[src/rtl/tug_pkg.sv]
// Shared types and constants for the Tug of War round scoreboard.
// The DONE state is reachable only in builds with TUG_MATCH_LIMIT_EN defined.
package tug_pkg;

    typedef enum logic [1:0] {
        PLAY   = 2'd0,
        HOLD_L = 2'd1,
        HOLD_R = 2'd2,
        DONE   = 2'd3
    } tug_state_t;

    localparam int unsigned SCORE_W  = 3;

    // Active-low segments {g,f,e,d,c,b,a} showing "0"
    localparam logic [6:0]  SEG_ZERO = 7'b1000000;

endpackage

[src/rtl/seg7_decode.sv]
// Combinational 3-bit value to active-low seven-segment pattern {g,f,e,d,c,b,a}.
module seg7_decode
    import tug_pkg::*;
(
    input  logic [SCORE_W-1:0] value,
    output logic [6:0]         seg
);

    always_comb begin
        seg = SEG_ZERO;
        case (value)
            3'd0: seg = SEG_ZERO;
            3'd1: seg = 7'b1111001;
            3'd2: seg = 7'b0100100;
            3'd3: seg = 7'b0110000;
            3'd4: seg = 7'b0011001;
            3'd5: seg = 7'b0010010;
            3'd6: seg = 7'b0000010;
            3'd7: seg = 7'b1111000;
            default: seg = SEG_ZERO;
        endcase
    end

endmodule

[src/rtl/tug_scoreboard.sv]
// Round-outcome stage for Tug of War: detects a win, holds it, scores it, then pulses round_restart.
// Define TUG_MATCH_LIMIT_EN to end the match in DONE once a player reaches MATCH_POINTS.
module tug_scoreboard
    import tug_pkg::*;
#(
    parameter int unsigned HOLD_CYCLES  = 50_000_000,
    parameter int unsigned MATCH_POINTS = 7
) (
    input  logic       CLOCK_50,
    input  logic       reset_n,
    input  logic [9:0] LEDR,
    input  logic       l_press,
    input  logic       r_press,
    output logic       round_restart,
    output logic       win_l,
    output logic       win_r,
    output logic       match_over,
    output logic [6:0] HEX5,
    output logic [6:0] HEX0
);

    localparam int unsigned      CNT_W    = $clog2(HOLD_CYCLES);
    localparam logic [CNT_W-1:0] CNT_LOAD = CNT_W'(HOLD_CYCLES - 1);

    tug_state_t         state, state_d;
    logic [CNT_W-1:0]   cnt, cnt_d;
    logic [SCORE_W-1:0] score_l, score_r, score_l_d, score_r_d;
    logic               round_restart_d, win_l_d, win_r_d, match_over_d;
    logic               l_win, r_win, expiring, final_round;
    logic               unused_ok;

    assign l_win    = l_press & ~r_press & LEDR[9];
    assign r_win    = r_press & ~l_press & LEDR[1];
    assign expiring = (cnt == CNT_W'(1));

`ifdef TUG_MATCH_LIMIT_EN
    assign final_round = ((state == HOLD_L) && (score_l == SCORE_W'(MATCH_POINTS))) ||
                         ((state == HOLD_R) && (score_r == SCORE_W'(MATCH_POINTS)));
`else
    assign final_round = 1'b0;
`endif

    assign unused_ok = ^{LEDR[8:2], LEDR[0], SCORE_W'(MATCH_POINTS)};

    // Outputs are computed for the next cycle so they leave the block registered.
    always_comb begin
        state_d         = state;
        cnt_d           = cnt;
        score_l_d       = score_l;
        score_r_d       = score_r;
        round_restart_d = 1'b0;
        win_l_d         = 1'b0;
        win_r_d         = 1'b0;
        match_over_d    = 1'b0;
        case (state)
            PLAY: begin
                if (l_win) begin
                    state_d   = HOLD_L;
                    cnt_d     = CNT_LOAD;
                    score_l_d = score_l + SCORE_W'(1);
                    win_l_d   = 1'b1;
                end else if (r_win) begin
                    state_d   = HOLD_R;
                    cnt_d     = CNT_LOAD;
                    score_r_d = score_r + SCORE_W'(1);
                    win_r_d   = 1'b1;
                end
            end
            HOLD_L, HOLD_R: begin
                if (cnt == '0) begin
`ifdef TUG_MATCH_LIMIT_EN
                    state_d = final_round ? DONE : PLAY;
`else
                    state_d = PLAY;
`endif
                    win_l_d      = final_round && (state == HOLD_L);
                    win_r_d      = final_round && (state == HOLD_R);
                    match_over_d = final_round;
                end else begin
                    // win drops and restart rises together in the cycle the count hits 0
                    cnt_d           = cnt - CNT_W'(1);
                    win_l_d         = (state == HOLD_L) && (!expiring || final_round);
                    win_r_d         = (state == HOLD_R) && (!expiring || final_round);
                    round_restart_d = expiring && !final_round;
                    match_over_d    = expiring && final_round;
                end
            end
            DONE: begin
                win_l_d      = win_l;
                win_r_d      = win_r;
                match_over_d = 1'b1;
            end
            default: state_d = PLAY;
        endcase
    end

    always_ff @(posedge CLOCK_50 or negedge reset_n) begin
        if (!reset_n) begin
            state         <= PLAY;
            cnt           <= '0;
            score_l       <= '0;
            score_r       <= '0;
            round_restart <= 1'b0;
            win_l         <= 1'b0;
            win_r         <= 1'b0;
            match_over    <= 1'b0;
        end else begin
            state         <= state_d;
            cnt           <= cnt_d;
            score_l       <= score_l_d;
            score_r       <= score_r_d;
            round_restart <= round_restart_d;
            win_l         <= win_l_d;
            win_r         <= win_r_d;
            match_over    <= match_over_d;
        end
    end

    seg7_decode u_seg_l (
        .value (score_l),
        .seg   (HEX5)
    );

    seg7_decode u_seg_r (
        .value (score_r),
        .seg   (HEX0)
    );

endmodule

[config.mk]
export PLATFORM = sky130hd
export DESIGN_NAME = tug_scoreboard
export DESIGN_NICKNAME = d
export VERILOG_FILES = /design/src/rtl/tug_pkg.sv /design/src/rtl/seg7_decode.sv /design/src/rtl/tug_scoreboard.sv
export SDC_FILE = /design/constraint.sdc
export NUM_CORES = 1
export LEC_CHECK = 0
export BUFFER_PORTS_ARGS = -buffer_cell sky130_fd_sc_hd__buf_2
export CORE_ASPECT_RATIO = 0.8
export CORE_MARGIN = 2
export CORE_UTILIZATION = 52
export DETAILED_ROUTE_END_ITERATION = 10
export PLACE_DENSITY = 0.88
export SETUP_SLACK_MARGIN = 0.1
export SLEW_MARGIN = 25
export SYNTH_ARGS = -nofsm -noshare
export SYNTH_HDL_FRONTEND = slang
export SYNTH_HIERARCHICAL = 1
export SYNTH_SLANG_ARGS = --single-unit
[constraint.sdc]
create_clock -name CLOCK_50 -period 2.3 [get_ports CLOCK_50]
set_clock_uncertainty 0.15 [all_clocks]
set_input_delay 0.115 -clock CLOCK_50 [delete_from_list [all_inputs] [get_ports CLOCK_50]]
set_output_delay 0.115 -clock CLOCK_50 [all_outputs]
set_load 0.05 [all_outputs]
==> out/results.tsv <==
stage	metric	value	unit
cts	root buf cell	clkbuf_8	
yosys	Syn Nets	289	
timing	unrepaired setup endpoints after global routing	true	
cts	CTS tree	done	
die	Die X-Extent	80.21	um
status	status	finished clean	
place	placed instance area	2783	sq um
power_and_ir_drop	maximum VDD drop	1.027	mV
cts	clock latency at the later pin of the worst-skew pair	0.30	ns
grt	Most Crowded Layer GR	met2	
cts	Max clock buf depth	2	
grt	Tot GR Track Use	24.99	%
timing	Period Utilization, post-route	98.71	%
layout	final net count	350	
grt	met2 global-route usage	42.29	%
yosys	Synth cell types	49	
run	# Max-Cap Violations	0	
layout	final instance area	3147	sq um
yosys	Post-Synthesis Cells	257	
route	vias	2331	
yosys	Avg Synthesized Cell Area	9.401	sq um
route	WL final	6.650	mm
grt	largest net degree at the start of global routing	39	
critical_path	worst r2r path cells	6	
layout	Fillers	296	
route	Iteration-0 DRC Markers	197	
critical_path	CP max FO	5	
yosys	synthesized area	2416	sq um
route	Post-DRT Antenna Nets	0	
grt	antenna violations before repair	0	
grt	met3 Use GR	4.457	%
power_and_ir_drop	Switching Share	51.55	%
place	detailed placement HPWL	4.164	mm
yosys	sequential area share after synthesis	39.36	%
route	via/cell ratio	6.150	
place	gpl congestion	0.9421	
cts	CTS Buf Count	5	
yosys	Synth Warn #	6	
die	Initial Util	53.20	%
layout	P&R area growth vs syn	30.24	%
grt	gr ovfl total	0	
yosys	Yosys top cell by area	dfrtp_1	
place	port buffer count	23	
yosys	largest cells by area after synthesis	dfrtp_1 (39%), ha_1 (9.3%), nand2_1 (4.0%), xor2_1 (4.0%), nor2_1 (3.7%)	
power_and_ir_drop	PD cells	1094	nW/um^2
die	Chip Height	64.97	um
yosys	flop and latch count out of synthesis	38	
grt	GR met1 Demand/Resource	32.04	%
die	# IOs	32	
yosys	Primary FF master, synth	dfrtp_1	
timing	Period minus WS final	2.270	ns
power_and_ir_drop	Logic pwr share	59.3	%
critical_path	critical path class	flip-flop to flip-flop	
route	wire per inst	17.55	um
yosys	ys async rst share	100.0	%
cts	H-tree depth	2	
timing	Worst Tran Pin Value	0.8311	ns
timing	fmax	440.5	MHz
yosys	top-area cell type share of the netlist area	39.36	%
power_and_ir_drop	Tot Pwr	0.003442	W
timing	final setup vio count	0	
die	die area	5211	sq um
power_and_ir_drop	Seq pwr share	26.5	%
timing	Rel. slew slack	44.60	%
critical_path	CP Launch Type	flip-flop	
cts	Reg clk slew, reported paths	0.09	ns
yosys	Post-synth EDFFs	0	
critical_path	CP Data Required Time	2.33	ns
power_and_ir_drop	Switch Pwr	0.001774	W
die	core area	4542	sq um
grt	vias in the first global route	2168	
hold_path	HP Class	input port to flip-flop	
power_and_ir_drop	Clock Power Share	14.2	%
power_and_ir_drop	Int Pwr	0.001667	W
die	row count	22	
layout	# diodes	0	
critical_path	CP Capture Type	flip-flop	
timing	Final Hold Viols	0	
hold_path	hold path cells	4	
power_and_ir_drop	Leak Pwr	1.344	nW
timing	max-slew violation count	0	
cts	TritonCTS Sinks	38	
layout	share of layout cells above drive strength 1	36.68	%
critical_path	Worst EP arrival	2.30	ns
route	Initial DRT Pass Iterations	5	
route	drc violations	0	
grt	first-pass GRT wire length	10.14	mm
[stage by stage]
step | instances | util (%) | setup TNS (ns) | worst slack [ns] | hold WS, ns
after floorplan | 257 | - | -0.1999 | -0.05796 | -0.3306
after global placement | 358 | 61.27 | 0 | 0.04777 | 0.1010
after detailed placement | 358 | 61.27 | -0.0008025 | -0.0008025 | 0.1088
after CTS | 373 | 66.03 | 0 | 0.08081 | 0.1244
after global routing | 379 | 69.28 | -0.03460 | -0.03460 | 0.1412
final | 379 | 69.28 | 0 | 0.02971 | 0.1320
[cells in the mapped netlist (5+ instances only)]
cell type,n
inv_1,12
nor4_1,8
xor2_1,11
dfrtp_1,38
a21oi_1,10
ha_1,18
nor2_1,24
clkbuf_1,5
or3_1,7
xnor2_1,8
a31oi_1,5
or4_1,8
nand2_1,26
nand4_1,7
o21ai_0,7
[final timing paths]
check                        endpoint  startpoint  slack (ns)
setup / recovery               cnt[2]     cnt[10]        0.03
hold / removal             score_l[0]     LEDR[9]        0.13
setup reg to reg               cnt[2]     cnt[10]        0.03
hold reg to reg                 win_l       win_l        0.37
max in group asynchronous      cnt[1]     reset_n        1.12
min in group asynchronous      cnt[6]     reset_n        0.30
[metal layers]
layer,wire length (um),vias up
li1,-,1056
met1,2702,1114
met2,3252,133
met3,461,28
met4,234,0
met5,0,-
[cell type report]
cell class	instances	area [sq um]	share of cell area [%]
Clock buffer	6	82.58	2.624
Clock inverter	2	12.51	0.3976
Inverter	12	45.04	1.431
Multi-Input combinational cell	195	1521	48.35
Sequential cell	38	954.7	30.34
Tap cell	60	75.07	2.386
Timing Repair Buffer	66	455.4	14.47
[timing repair]
action / 4_1_cts / 5_1_grt
hold endpoints to repair: 38 / 0
gates resized for setup: 14 / 25
pin swaps: 6 / 22
hold buffers: 1 / 0
setup buffers: 6 / 6
endpoints found under the setup margin: 15 / 24
[layout by cell type (no fill, tap or decap), types with 6 or more instances in the layout]
cell type	count
ha_1	16
xor2_1	11
dfrtp_1	35
xnor2_1	8
nand2_1	24
a21oi_1	7
buf_2	23
nand4_1	7
buf_4	38
clkbuf_8	6
inv_1	8
nor2_1	24
[state kept, by name (all words and copies together) (netlist names)]
signal and count:
cnt 26, score_l 3, score_r 3, state 2
match_over 1, round_restart 1, win_l 1, win_r 1
[critical path, cell delays in order, from the launching register on]
cell and delay (ns):
dfrtp_1 0.40, or4_4 0.55, buf_6 0.16, or3_4 0.41
o211ai_1 0.21, xor2_1 0.18, nand2_1 0.09
[cell families after synthesis]
logic type               after synthesis  synth area share, %
adder cells (fa/ha/maj)               18                9.322
AND/OR/NAND/NOR                      109                24.96
XOR/XNOR                              19                6.888
buffers and inverters                 24                4.971
multiplexers                           2                1.243
AO/OA/AOI/OAI                         47                13.26
flip-flops                            38                39.36
[power by group through the flow]
stage / Clock [W] / Combinational (W) / Sequential, W
floorplan: 0 / 0.00136 / 0.000924
global placement: 0 / 0.00173 / 0.000902
detailed placement: 0 / 0.00182 / 0.000913
CTS: 0.000490 / 0.00193 / 0.000901
global route: 0.000532 / 0.00216 / 0.000931
finish: 0.000489 / 0.00204 / 0.000913
Note: power is estimated with default switching activity, not from simulation.
